**config.mk**
```make
export PLATFORM = sky130hd
export DESIGN_NAME = uart_rx_ctrl
export DESIGN_NICKNAME = d
export VERILOG_FILES = /design/src/rtl/uart_pkg.sv /design/src/rtl/uart_sync2.sv /design/src/rtl/uart_rx_ctrl.sv
export SDC_FILE = /design/constraint.sdc
export NUM_CORES = 1
export LEC_CHECK = 0
export ABC_AREA = 1
export ABC_CLOCK_PERIOD_IN_PS = 1560
export CORE_UTILIZATION = 55
export DETAILED_ROUTE_END_ITERATION = 16
export GPL_TIMING_DRIVEN = 0
export PLACE_DENSITY = 0.78
export SLEW_MARGIN = 20
export SYNTH_ARGS = -nofsm -noshare
export SYNTH_HDL_FRONTEND = slang
export SYNTH_SLANG_ARGS = --single-unit
export TNS_END_PERCENT = 20
```
**constraint.sdc**
```tcl
create_clock -name clk -period 1.56 [get_ports clk]
set_input_delay 0.312 -clock clk [delete_from_list [all_inputs] [get_ports clk]]
set_output_delay 0.312 -clock clk [all_outputs]
set_load 0.05 [all_outputs]
```
**src/rtl/uart_pkg.sv**
```systemverilog
// uart_pkg: shared definitions for the UART receive/transmit blocks.
//   rx_state_t      - receive sequencer states
//   UART_DATA_BITS  - data bits per frame
//   odd_parity_err  - 1 when data plus parity bit do not contain an odd
//                     number of ones
package uart_pkg;

  localparam int UART_DATA_BITS = 8;

  typedef enum logic [2:0] {
    ST_IDLE,
    ST_START,
    ST_DATA,
    ST_PARITY,
    ST_STOP,
    ST_BREAK
  } rx_state_t;

  function automatic logic odd_parity_err(input logic [UART_DATA_BITS-1:0] data,
                                          input logic                      pbit);
    return ~(^{data, pbit});
  endfunction

endpackage

```
**src/rtl/uart_sync2.sv**
```systemverilog
// uart_sync2: two-flop synchroniser for an asynchronous level input.
// Both flops reset to 1 so an idle-high serial line (or deasserted CTS)
// reads as idle out of reset.
//   clk   - destination clock
//   reset - asynchronous, active-high
//   d     - asynchronous input
//   q     - synchronised output
module uart_sync2 (
  input  logic clk,
  input  logic reset,
  input  logic d,
  output logic q
);

  logic meta;

  // NOTE: flops are written with non-blocking assignments so meta->q
  // behaves as a real two-stage shift regardless of evaluation order.
  always_ff @(posedge clk or posedge reset) begin
    if (reset) begin
      meta <= 1'b1;
      q    <= 1'b1;
    end else begin
      meta <= d;
      q    <= meta;
    end
  end

endmodule

```
**src/rtl/uart_rx_ctrl.sv**
```systemverilog
// uart_rx_ctrl: UART receive sequencer.
// Oversamples the synchronised line, validates the start bit, and issues
// one-cycle mid-bit strobes to the external SIPO/parity/stop datapath. A
// shadow byte is assembled internally, checked for odd parity and a valid
// stop bit, and offered on a valid/ready port.
//   clk, reset                      - clock, async active-high reset
//   rx_in                           - raw serial line, idle high
//   shift, check_parity, check_stop - mid-bit strobes to the datapath
//   busy                            - sequencer not idle
//   data_out, out_parity_err        - received byte and its parity status
//   out_valid / out_ready           - output handshake
//   framing_error                   - stop bit sampled low (pulse)
//   overrun                         - good frame dropped, output full (pulse)
module uart_rx_ctrl
  import uart_pkg::*;
#(
  parameter int CLKS_PER_BIT = 16,
  parameter int PARITY_EN    = 1
) (
  input  logic                      clk,
  input  logic                      reset,
  input  logic                      rx_in,
  output logic                      shift,
  output logic                      check_parity,
  output logic                      check_stop,
  output logic                      busy,
  output logic [UART_DATA_BITS-1:0] data_out,
  output logic                      out_valid,
  input  logic                      out_ready,
  output logic                      out_parity_err,
  output logic                      framing_error,
  output logic                      overrun
);

  localparam int CNT_W = $clog2(CLKS_PER_BIT);
  localparam logic [CNT_W-1:0] HALF_M1  = CNT_W'(CLKS_PER_BIT / 2 - 1);
  localparam logic [CNT_W-1:0] FULL_M1  = CNT_W'(CLKS_PER_BIT - 1);
  localparam logic [2:0]       IDX_LAST = 3'(UART_DATA_BITS - 1);

  logic                      rx_s;
  rx_state_t                 state;
  logic [CNT_W-1:0]          cnt;
  logic [2:0]                idx;
  logic [UART_DATA_BITS-1:0] shadow;
  logic                      perr_q;
  logic                      commit_pend;

  uart_sync2 u_sync (
    .clk   (clk),
    .reset (reset),
    .d     (rx_in),
    .q     (rx_s)
  );

  assign busy = (state != ST_IDLE);

  // Sequencer. Strobes default low so each is a single-cycle pulse.
  // NOTE: the shadow byte is a plain register, not a memory, so it is
  // cleared by reset along with the rest of the state.
  always_ff @(posedge clk or posedge reset) begin
    if (reset) begin
      state         <= ST_IDLE;
      cnt           <= '0;
      idx           <= '0;
      shadow        <= '0;
      perr_q        <= 1'b0;
      commit_pend   <= 1'b0;
      shift         <= 1'b0;
      check_parity  <= 1'b0;
      check_stop    <= 1'b0;
      framing_error <= 1'b0;
    end else begin
      shift         <= 1'b0;
      check_parity  <= 1'b0;
      check_stop    <= 1'b0;
      framing_error <= 1'b0;
      commit_pend   <= 1'b0;
      case (state)
        ST_IDLE: begin
          if (!rx_s) begin
            state <= ST_START;
            cnt   <= '0;
          end
        end
        ST_START: begin
          if (cnt == HALF_M1) begin
            cnt <= '0;
            idx <= '0;
            // A line back high at mid start bit was only a glitch.
            state <= rx_s ? ST_IDLE : ST_DATA;
          end else begin
            cnt <= cnt + 1'b1;
          end
        end
        ST_DATA: begin
          if (cnt == FULL_M1) begin
            cnt         <= '0;
            shift       <= 1'b1;
            shadow[idx] <= rx_s;
            if (idx == IDX_LAST) begin
              state <= (PARITY_EN != 0) ? ST_PARITY : ST_STOP;
            end else begin
              idx <= idx + 1'b1;
            end
          end else begin
            cnt <= cnt + 1'b1;
          end
        end
        ST_PARITY: begin
          if (cnt == FULL_M1) begin
            cnt          <= '0;
            check_parity <= 1'b1;
            perr_q       <= odd_parity_err(shadow, rx_s);
            state        <= ST_STOP;
          end else begin
            cnt <= cnt + 1'b1;
          end
        end
        ST_STOP: begin
          if (cnt == FULL_M1) begin
            cnt        <= '0;
            check_stop <= 1'b1;
            if (rx_s) begin
              commit_pend <= 1'b1;
              state       <= ST_IDLE;
            end else begin
              framing_error <= 1'b1;
              state         <= ST_BREAK;
            end
          end else begin
            cnt <= cnt + 1'b1;
          end
        end
        ST_BREAK: begin
          // Wait for the line to recover so a held-low line never retriggers.
          if (rx_s) state <= ST_IDLE;
        end
        default: state <= ST_IDLE;
      endcase
    end
  end

  // Output holding register. A commit in the same cycle as a transfer
  // replaces the byte and keeps out_valid high.
  always_ff @(posedge clk or posedge reset) begin
    if (reset) begin
      data_out       <= '0;
      out_parity_err <= 1'b0;
      out_valid      <= 1'b0;
      overrun        <= 1'b0;
    end else begin
      overrun <= 1'b0;
      if (commit_pend) begin
        if (!out_valid || out_ready) begin
          data_out       <= shadow;
          out_parity_err <= perr_q;
          out_valid      <= 1'b1;
        end else begin
          overrun <= 1'b1;
        end
      end else if (out_valid && out_ready) begin
        out_valid <= 1'b0;
      end
    end
  end

endmodule

```
==> impl_metrics.csv <==
group,metric,value,unit
routing,drt_iter0_drc,79,
placement,hpwl,2.351,mm
placement,placed_area,2013,sq um
synthesis,avgSynthCellArea,8.666,sq um
worst_hold_path,hold_path.class,"flip-flop to flip-flop",
synthesis,yosysTopAreaCellShare,49.54,%
routing,drt_pass1_iterations,4,
sta,setup_tns,-0.04256,ns
floorplan,ioPinCount,20,
synthesis,synth-edff-count,0,
sta,fin_crit,1.603,ns
cts,htree_num_levels,2,
cts,tritoncts,"built",
critical_path,worstPathMaxFanout,4,
floorplan,coreArea,3053,sq um
layout,finish.net_count,242,
routing,num_vias,1420,
cts,numCtsBuffers,5,
floorplan,dieArea,3445,sq um
power,cellPowerDensity,1248,nW/um^2
sta,worst_slack,-0.04256,ns
outcome,violations,"negative setup slack",
global_routing,grt_max_degree,38,
cts,insertion_delay,0.34,ns
layout,drive_above_1_share,21.61,%
synthesis,synth_area_leaders,"dfrtp_1 (50%), nand2_1 (13%), inv_1 (5.3%)",
cts,clockBufferDepth,2,
synthesis,synth_largest_area_cell,"dfrtp_1",
global_routing,grt_antenna_before_repair,0,
routing,wl_per_cell,11.55,um
placement,place.port_buffers,19,
sta,period_share,102.7,%
run,maxCapViolations,0,
critical_path,end_kind,"output pin",
power,power.leakage,1.072,nW
synthesis,synthesis.area,1768,sq um
synthesis,synth_seq_cells,37,
power,power,2.644,mW
placement,pre_cts_slack,-0.2884,ns
outcome,run_status,"complete, but fails checks",
floorplan,die_y,58.70,um
sta,fmax,624.0,MHz
sta,hold_viol_final,0,
cts,cts_hold_buf,0,
cts,cts.sinks,37,
layout,antennaDiodeCount,0,
sta,rsz0062_at_grt,"yes",
synthesis,synthCells,204,
floorplan,die_w,58.70,um
sta,worst_slew_pin_slew,0.7268,ns
synthesis,syn-num-nets,211,
synthesis,synthFlopType,"dfrtp_1",
global_routing,grt_pass1_vias,1393,
sta,relSlewSlack,51.48,%
synthesis,yosysSeqAreaShare,52.51,%
sta,slew_violations,0,
routing,wirelength,3.234,mm
placement,gp_congestion,0.7555,
synthesis,synth_commonest_cells,"nand2_1 (60), dfrtp_1 (35), inv_1 (25)",
critical_path,critical_path_required,1.25,ns
layout,area_growth,19.82,%
power,ir_drop,0.7187,mV
layout,nFillCells,263,
floorplan,start_util,57.91,%
synthesis,yosysUniqueCellTypes,29,
layout,final_area,2118,sq um
routing,vias_per_cell,5.071,
sta,finClkSkew,0.006277,ns
cts,cts.clk_slew.worst_paths,0.11,ns
global_routing,grt_first_pass_wirelength,5.533,mm
routing,ant_nets,0,
global_routing,grtUsageTotal,21.94,%
floorplan,rows,20,
layout,fin_util,69.39,%
global_routing,grt-ovfl-total,0,
critical_path,start_kind,"flip-flop",
synthesis,yosysMostFrequentCell,"nand2_1",
cts,cts_root_buffer,"clkbuf_4",
sta,setup_viol,1,
critical_path,worstPathArrival,1.29,ns
critical_path,r2r_slack,0.12,ns
critical_path,crit_type,"flip-flop to output pin",
synthesis,async_reset_ff_share,100.0,%
synthesis,yosys_warnings,0,
routing,drc,0,
## metrics by stage
stage,instances,hold WS (ns)
floorplan,204,0.3165
global placement,267,0.3461
detailed placement,267,0.3541
CTS,275,0.3698
global route,280,0.3796
finish,280,0.3707
## state kept, by name, indices dropped and copies added, names as in the netlist, 3 cells and up
| register | count |
|---|---|
| data_out | 8 |
| idx | 3 |
| shadow | 8 |
| state | 3 |
| cnt | 4 |
## worst max-delay path, cell delays in order, from the launching register on
cell and delay, ns:
dfrtp_2 0.46, nor2_4 0.13, inv_2 0.05, nor2_2 0.12, inv_1 0.06, buf_6 0.15
## layout by cell type (no fill, tap or decap), types with 2 or more instances in the layout
cell / netlist / layout
nor2_2: 2 / 2
clkbuf_1: 3 / 3
nand3_1: 13 / 13
inv_2: 3 / 5
dfrtp_2: 0 / 2
o21ai_1: 14 / 13
ha_1: 3 / 2
o21ai_0: 11 / 11
nand2_2: 1 / 2
dfrtp_1: 35 / 33
xor2_1: 3 / 3
dfstp_2: 2 / 2
clkbuf_4: 0 / 5
buf_4: 0 / 5
dlygate4sd2_1: 0 / 5
clkdlybuf4s50_1: 0 / 3
clkdlybuf4s15_1: 0 / 3
mux2_2: 3 / 3
inv_1: 25 / 23
nand2_1: 60 / 59
o21ai_2: 1 / 2
nor2_1: 10 / 9
clkbuf_2: 0 / 7
nor2_4: 2 / 3
nand4_1: 2 / 2
## worst paths after layout
kind | cells past startpoint | start | to
hold / removal | 0 | u_sync.meta | u_sync.q
setup / recovery | 5 | state[1] | busy
min in group asynchronous | 2 | reset | out_parity_err
setup reg to reg | 9 | cnt[0] | state[0]
max in group asynchronous | 2 | reset | state[1]
hold reg to reg | 0 | u_sync.meta | u_sync.q
## per-layer routing
| metal | up-vias | part of all wire [%] | GRT usage [%] |
|---|---|---|---|
| met2 | 29 | 52 | 40.07 |
| met5 | - | 0 | 0 |
| met1 | 672 | 42 | 23.07 |
| met3 | 7 | 3.9 | 4.615 |
| met4 | 0 | 1.9 | 13.27 |
| li1 | 712 | - | - |
## cell type report
cell class / count / area (sq um) / share of cell area [%]
Inverter: 29 / 111.4 / 5.257
Clock inverter: 2 / 37.54 / 1.772
Tap cell: 44 / 55.05 / 2.599
Multi-Input combinational cell: 135 / 733.2 / 34.61
Clock buffer: 6 / 51.30 / 2.422
Buffer: 3 / 11.26 / 0.5316
Sequential cell: 37 / 930.9 / 43.95
Timing Repair Buffer: 24 / 187.7 / 8.860
## timing repair
action | 4_1_cts | 5_1_grt
resized for setup | 27 | 20
setup endpoints to repair | 16 | 19
setup buffers | 0 | 5
cloned | 0 | 0
pin swaps | 0 | 2
## power breakdown
part / total, mW / switching [mW] / internal [mW]
Combinational: 0.838 / 0.515 / 0.323
Clock: 0.701 / 0.320 / 0.381
Sequential: 1.11 / 0.0745 / 1.03
## logic make-up after synthesis
family          count (synthesis)  synth area share (%)
fa+ha+maj                       3                 2.123
compound gates                 29                 8.776
mux                             3                 1.911
xor+xnor                        3                 1.486
flops                          37                 52.51
simple gates                   97                 26.26
buf+inv                        32                 6.936
(Power assumes the default switching activity.)
==> RTL change 1, RTL diff (config.mk and constraints unchanged) <==
`PARITY_EN`: 1 -> 0.
--- a/src/rtl/uart_rx_ctrl.sv
+++ b/src/rtl/uart_rx_ctrl.sv
@@ -17,3 +17,3 @@
   parameter int CLKS_PER_BIT = 16,
-  parameter int PARITY_EN    = 1
+  parameter int PARITY_EN    = 0
 ) (
Function: no difference found for any inputs over 10 cycles, from zero or initial values and one cycle with reset high; that may be too few to reach the edited logic, so the function may still have changed.
==> RTL change 1 against the original RTL <==
  * The run still ends with setup timing left
  * Wire length rose by 7.8%
  * Critical path type unchanged
  * Total power rose by 18%
  * Critical path depth fell by 2
  * Largest cell class unchanged
  * Area after synthesis rose by 3.7%
  * First-iteration DRC count rose by 1.3%
  * Final area rose by 3.1%
  * Sequential cell count did not move
  * Sequential power rose by 7%
  * Worst setup slack improved by 40 ps
==> RTL change 1: results (changes against the original RTL) <==
Nets -> 251 (+3.7%)
setup ws final -> -2.164 ps (+40.40 ps)
Data arrival, critical path -> 1250 ps (-40 ps)
Leakage -> 1.061 nW (-1.1%)
routed len/inst -> 12.06 um (+4.4%)
failing checks -> setup timing
Avg Vias per Cell -> 5.035 (-0.73%)
status -> finished, violations left
P_int -> 1.889 mW (+8.9%)
total track usage -> 21.84% (-0.096 points)
placed cell count -> 276 (+3.4%)
sequential element share of the synthesized area -> 50.65% (-1.9 points)
Tightest Pin Transition -> 732.4 ps (+5.599 ps)
first-pass GRT wire length -> 5.609 mm (+1.4%)
port bufs -> 19 (unchanged)
largest cells by area after synthesis -> dfrtp_1 (48%), nand2_1 (14%), inv_1 (3.9%)
mux share of post-synthesis cell area -> 1.843% (-0.068 points)
endpoints failing setup -> 1 (unchanged)
Syn Area/Cell -> 8.606 um^2 (-0.70%)
Synth Area in Adders -> 2.048% (-0.075 points)
vias in the first global route -> 1,258 (-9.7%)
post-DP HPWL -> 2.335 mm (-0.69%)
syn nets -> 220 (+4.3%)
VDD IR max -> 913.9 uV (+27%)
final std cells w/o fill -> 289 (+3.2%)
CP max FO -> 5 (+1)
layout cells sized above 1 -> 23.67% (+2.1 points)
Post-Synth XOR/XNOR Area -> 1.911% (+0.43 points)
Compound-Gate Fraction of Synth Area -> 8.328% (-0.45 points)
Hold Crit Class -> primary input to register
Initial DRC Count -> 80 (+1.3%)
synth cell count leaders -> nand2_1 (68), dfrtp_1 (35), inv_1 (19)
Setup Skew -> 12.25 ps (+5.970 ps)
RTL change 1: path summary, 6_finish.rpt:
check | startpoint | to | slack, ps | depth (start not counted)
max in group asynchronous | reset | state[0] | 670 | 2
hold reg to reg | u_sync.meta | u_sync.q | 360 | 0
setup reg to reg | cnt[0] | shadow[7] | 130 | 7
setup / recovery | state[0] | busy | -2 | 3
min in group asynchronous | reset | data_out[6] | 390 | 2
hold / removal | rx_in | u_sync.meta | 360 | 1
RTL change 1: logic make-up after synthesis:
family | after synthesis
buffers and inverters | 25
flip-flops | 37
XOR/XNOR | 4
adder cells (fa/ha/maj) | 3
multiplexers | 3
AND/OR/NAND/NOR | 113
AO/OA/AOI/OAI | 28
RTL change 1: worst max-delay path: stages, from the launching register on:
cell and delay, ps:
dfrtp_2 480, nor2_4 180, nand2_2 70, buf_6 150
RTL change 1: layout make-up:
| class | instances | area share [%] |
|---|---|---|
| buffer | 3 | 0.9169 |
| timing repair buffer | 24 | 8.883 |
| clock buffer | 6 | 2.350 |
| inverter | 22 | 3.897 |
| sequential | 37 | 42.64 |
| multi-input combinational | 151 | 37.08 |
| tap | 44 | 2.521 |
| clock inverter | 2 | 1.719 |
RTL change 1: per-stage QoR:
step	setup WS (ps)	hold WS (ps)	power (mW)	setup TNS, ps
floorplan	163.3	316.5	2.035	0
global placement	-357.3	345.9	2.230	-13200
detailed placement	-251.9	347.6	2.248	-701.6
CTS	-231.9	357.5	2.978	-231.9
global route	-48.00	357.1	3.311	-48.00
finish	-2.164	358.6	3.111	-2.164
RTL change 1: power groups by stage:
stage | registers, mW | logic (mW) | clock network (mW)
floorplan | 1.18 | 0.859 | 0
global placement | 1.20 | 1.03 | 0
detailed placement | 1.20 | 1.05 | 0
CTS | 1.19 | 1.06 | 0.731
global route | 1.21 | 1.34 | 0.762
finish | 1.19 | 1.20 | 0.720
RTL change 1: what timing repair did:
| item | CTS | global route |
|---|---|---|
| setup buffers | 0 | 5 |
| resized for setup | 25 | 25 |
| setup endpoints to repair | 16 | 21 |
| pin swaps | 0 | 1 |
RTL change 1: layer usage:
metal | track usage (%) | vias to the layer above | wire (um) | part of all wire (%)
met5 | 0 | - | 0 | 0
met3 | 5.844 | 5 | 157 | 4.5
met1 | 27.38 | 677 | 1588 | 46
met4 | 7.973 | 0 | 53 | 1.5
met2 | 36.19 | 32 | 1685 | 48
li1 | - | 741 | - | -
==> RTL change 2, RTL diff (same settings) <==
Made on the original files. The 6 states of `rx_state_t` get a Gray code encoding in 3 bits.
--- a/src/rtl/uart_pkg.sv
+++ b/src/rtl/uart_pkg.sv
@@ -10,8 +10,8 @@
   typedef enum logic [2:0] {
-    ST_IDLE,
-    ST_START,
-    ST_DATA,
-    ST_PARITY,
-    ST_STOP,
-    ST_BREAK
+    ST_IDLE   = 3'b000,
+    ST_START  = 3'b001,
+    ST_DATA   = 3'b011,
+    ST_PARITY = 3'b010,
+    ST_STOP   = 3'b110,
+    ST_BREAK  = 3'b111
   } rx_state_t;
Check against the original RTL: no difference found for any inputs over 10 cycles, from zero or initial values and one cycle with reset high; not proved beyond that.
==> RTL change 2 against the original RTL <==
  * Total power down 4.2%
  * Largest cell class unchanged
  * Clock skew up 5.8 ps
  * Worst setup slack better by 86 ps
  * Hold slack worse by 8.6 ps
  * Wire length down 3.9%
  * Critical path depth down 4
  * Sequential cell count unchanged
  * Final area about the same
  * Area after synthesis up 0.21%
==> RTL change 2: results (changes against the original RTL) <==
distinct cell type count of the synthesized netlist -> 21 (-28%)
# fillers -> 253 (-3.8%)
post-DP HPWL -> 2.146 mm (-8.7%)
VDD IR max -> 902.3 uV (+26%)
Hold Startpoint -> rx_in
clk_lat worst skew -> 340 ps (about the same)
Yosys warnings -> 0 (unchanged)
final hold vios -> 0 (unchanged)
met1 Usage GRT -> 26.58% (+3.5 points)
worst hold slack -> 362.1 ps (-8.633 ps)
crit-path max cell delay -> 520 ps (+60 ps)
Tightest Pin Transition -> 739.6 ps (+12.79 ps)
vias -> 1,399 (-1.5%)
CP top delay family -> buffers and inverters
register-to-register setup slack -> 70 ps (-50 ps)
slowest stage cell, crit path -> dlygate4sd2_1
largest cells by area after synthesis -> dfrtp_1 (49%), nand2_1 (12%), inv_1 (5.5%)
CP max FO -> 2 (-2)
sequential element share of the synthesized area -> 52.40% (-0.11 points)
synth cell count leaders -> nand2_1 (58), dfrtp_1 (35), inv_1 (26)
Hold Crit Endpoint -> u_sync.meta
placed cell count -> 270 (+1.1%)
global-route met3 utilization -> 5.934% (+1.3 points)
final std cells w/o fill -> 283 (+1.1%)
vias in the first global route -> 1,274 (-8.5%)
first-pass GRT wire length -> 5.299 mm (-4.2%)
total track usage -> 20.67% (-1.3 points)
Setup Skew -> 12.12 ps (+5.842 ps)
Leakage -> 1.088 nW (+1.4%)
Syn Area/Cell -> 8.559 um^2 (-1.2%)
layout cells sized above 1 -> 17.15% (-4.5 points)
Initial DRC Count -> 61 (-23%)
met2 Use GR -> 31.98% (-8.1 points)
Hold Crit Class -> primary input to register
Data arrival, critical path -> 1200 ps (-90 ps)
Routed Antenna Nets -> 0 (unchanged)
R2R depth -> 6 (-3)
DRT Wirelength -> 3.107 mm (-3.9%)
Final Wtd Congestion -> 0.8961 (+19%)
Hold Path Depth -> 1 (+1)
Nets -> 245 (+1.2%)
syn nets -> 214 (+1.4%)
top_reg_cell synth -> dfrtp_1
Top Registers -> data_out (8), shadow (8), cnt (4)
status -> finished, final reports clean
clock-pin slew on the worst setup and hold paths -> 110 ps (about the same)
## RTL change 2: per-stage QoR
stage | utilization, % | setup WS (ps) | instance area, um^2
finish | 69.34 | 43.05 | 2117
global route | 69.34 | -16.76 | 2117
CTS | 67.83 | -214.1 | 2071
detailed placement | 66.07 | -237.3 | 2017
global placement | 66.07 | -342.1 | 2017
floorplan | - | 27.77 | 1772
## RTL change 2: timing repair
item	in CTS	in global routing
resized for setup	19	24
setup endpoints to repair	16	18
buffers inserted	0	5
endpoints found under the hold margin	0	0
hold buffers	0	0
## RTL change 2: kinds of logic after synthesis
logic type | synth area share (%)
fa+ha+maj | 2.119
flops | 52.40
simple gates | 25.00
xor+xnor | 1.978
mux | 1.907
buf+inv | 6.002
compound gates | 10.59
## RTL change 2: worst max-delay path by stage
stage           startpoint  slack, ps          end  cells past startpoint
2_1_floorplan     state[2]         30     state[0]                      8
3_3_place_gp         reset       -340       idx[1]                      2
3_5_place_dp      state[2]       -240         busy                      3
4_1_cts           state[2]       -210         busy                      3
5_1_grt             cnt[0]        -20    shadow[0]                      8
6_report       data_out[0]         40  data_out[0]                      1
## RTL change 2: area by class of cell
class	count	area, um^2	share of cell area, %
flip-flops and latches	37	930.9	43.97
multi-input cells	142	752.0	35.52
repair buffers	24	202.7	9.574
inverters	26	97.59	4.610
clock buffers	7	65.06	3.073
well taps	44	55.05	2.600
plain buffers	2	8.758	0.4137
clock inverters	1	5.005	0.2364
## RTL change 2: per-layer routing
metal,routed length (um),up-vias
met1,1497,641
met3,130,4
li1,-,725
met2,1435,29
met5,0,-
met4,45,0
## RTL change 2: power by group
group | total, mW | switching (mW) | internal (mW)
Clock | 0.573 | 0.312 | 0.261
Sequential | 1.13 | 0.0826 | 1.05
Combinational | 0.832 | 0.547 | 0.284
Total | 2.53 | 0.942 | 1.59
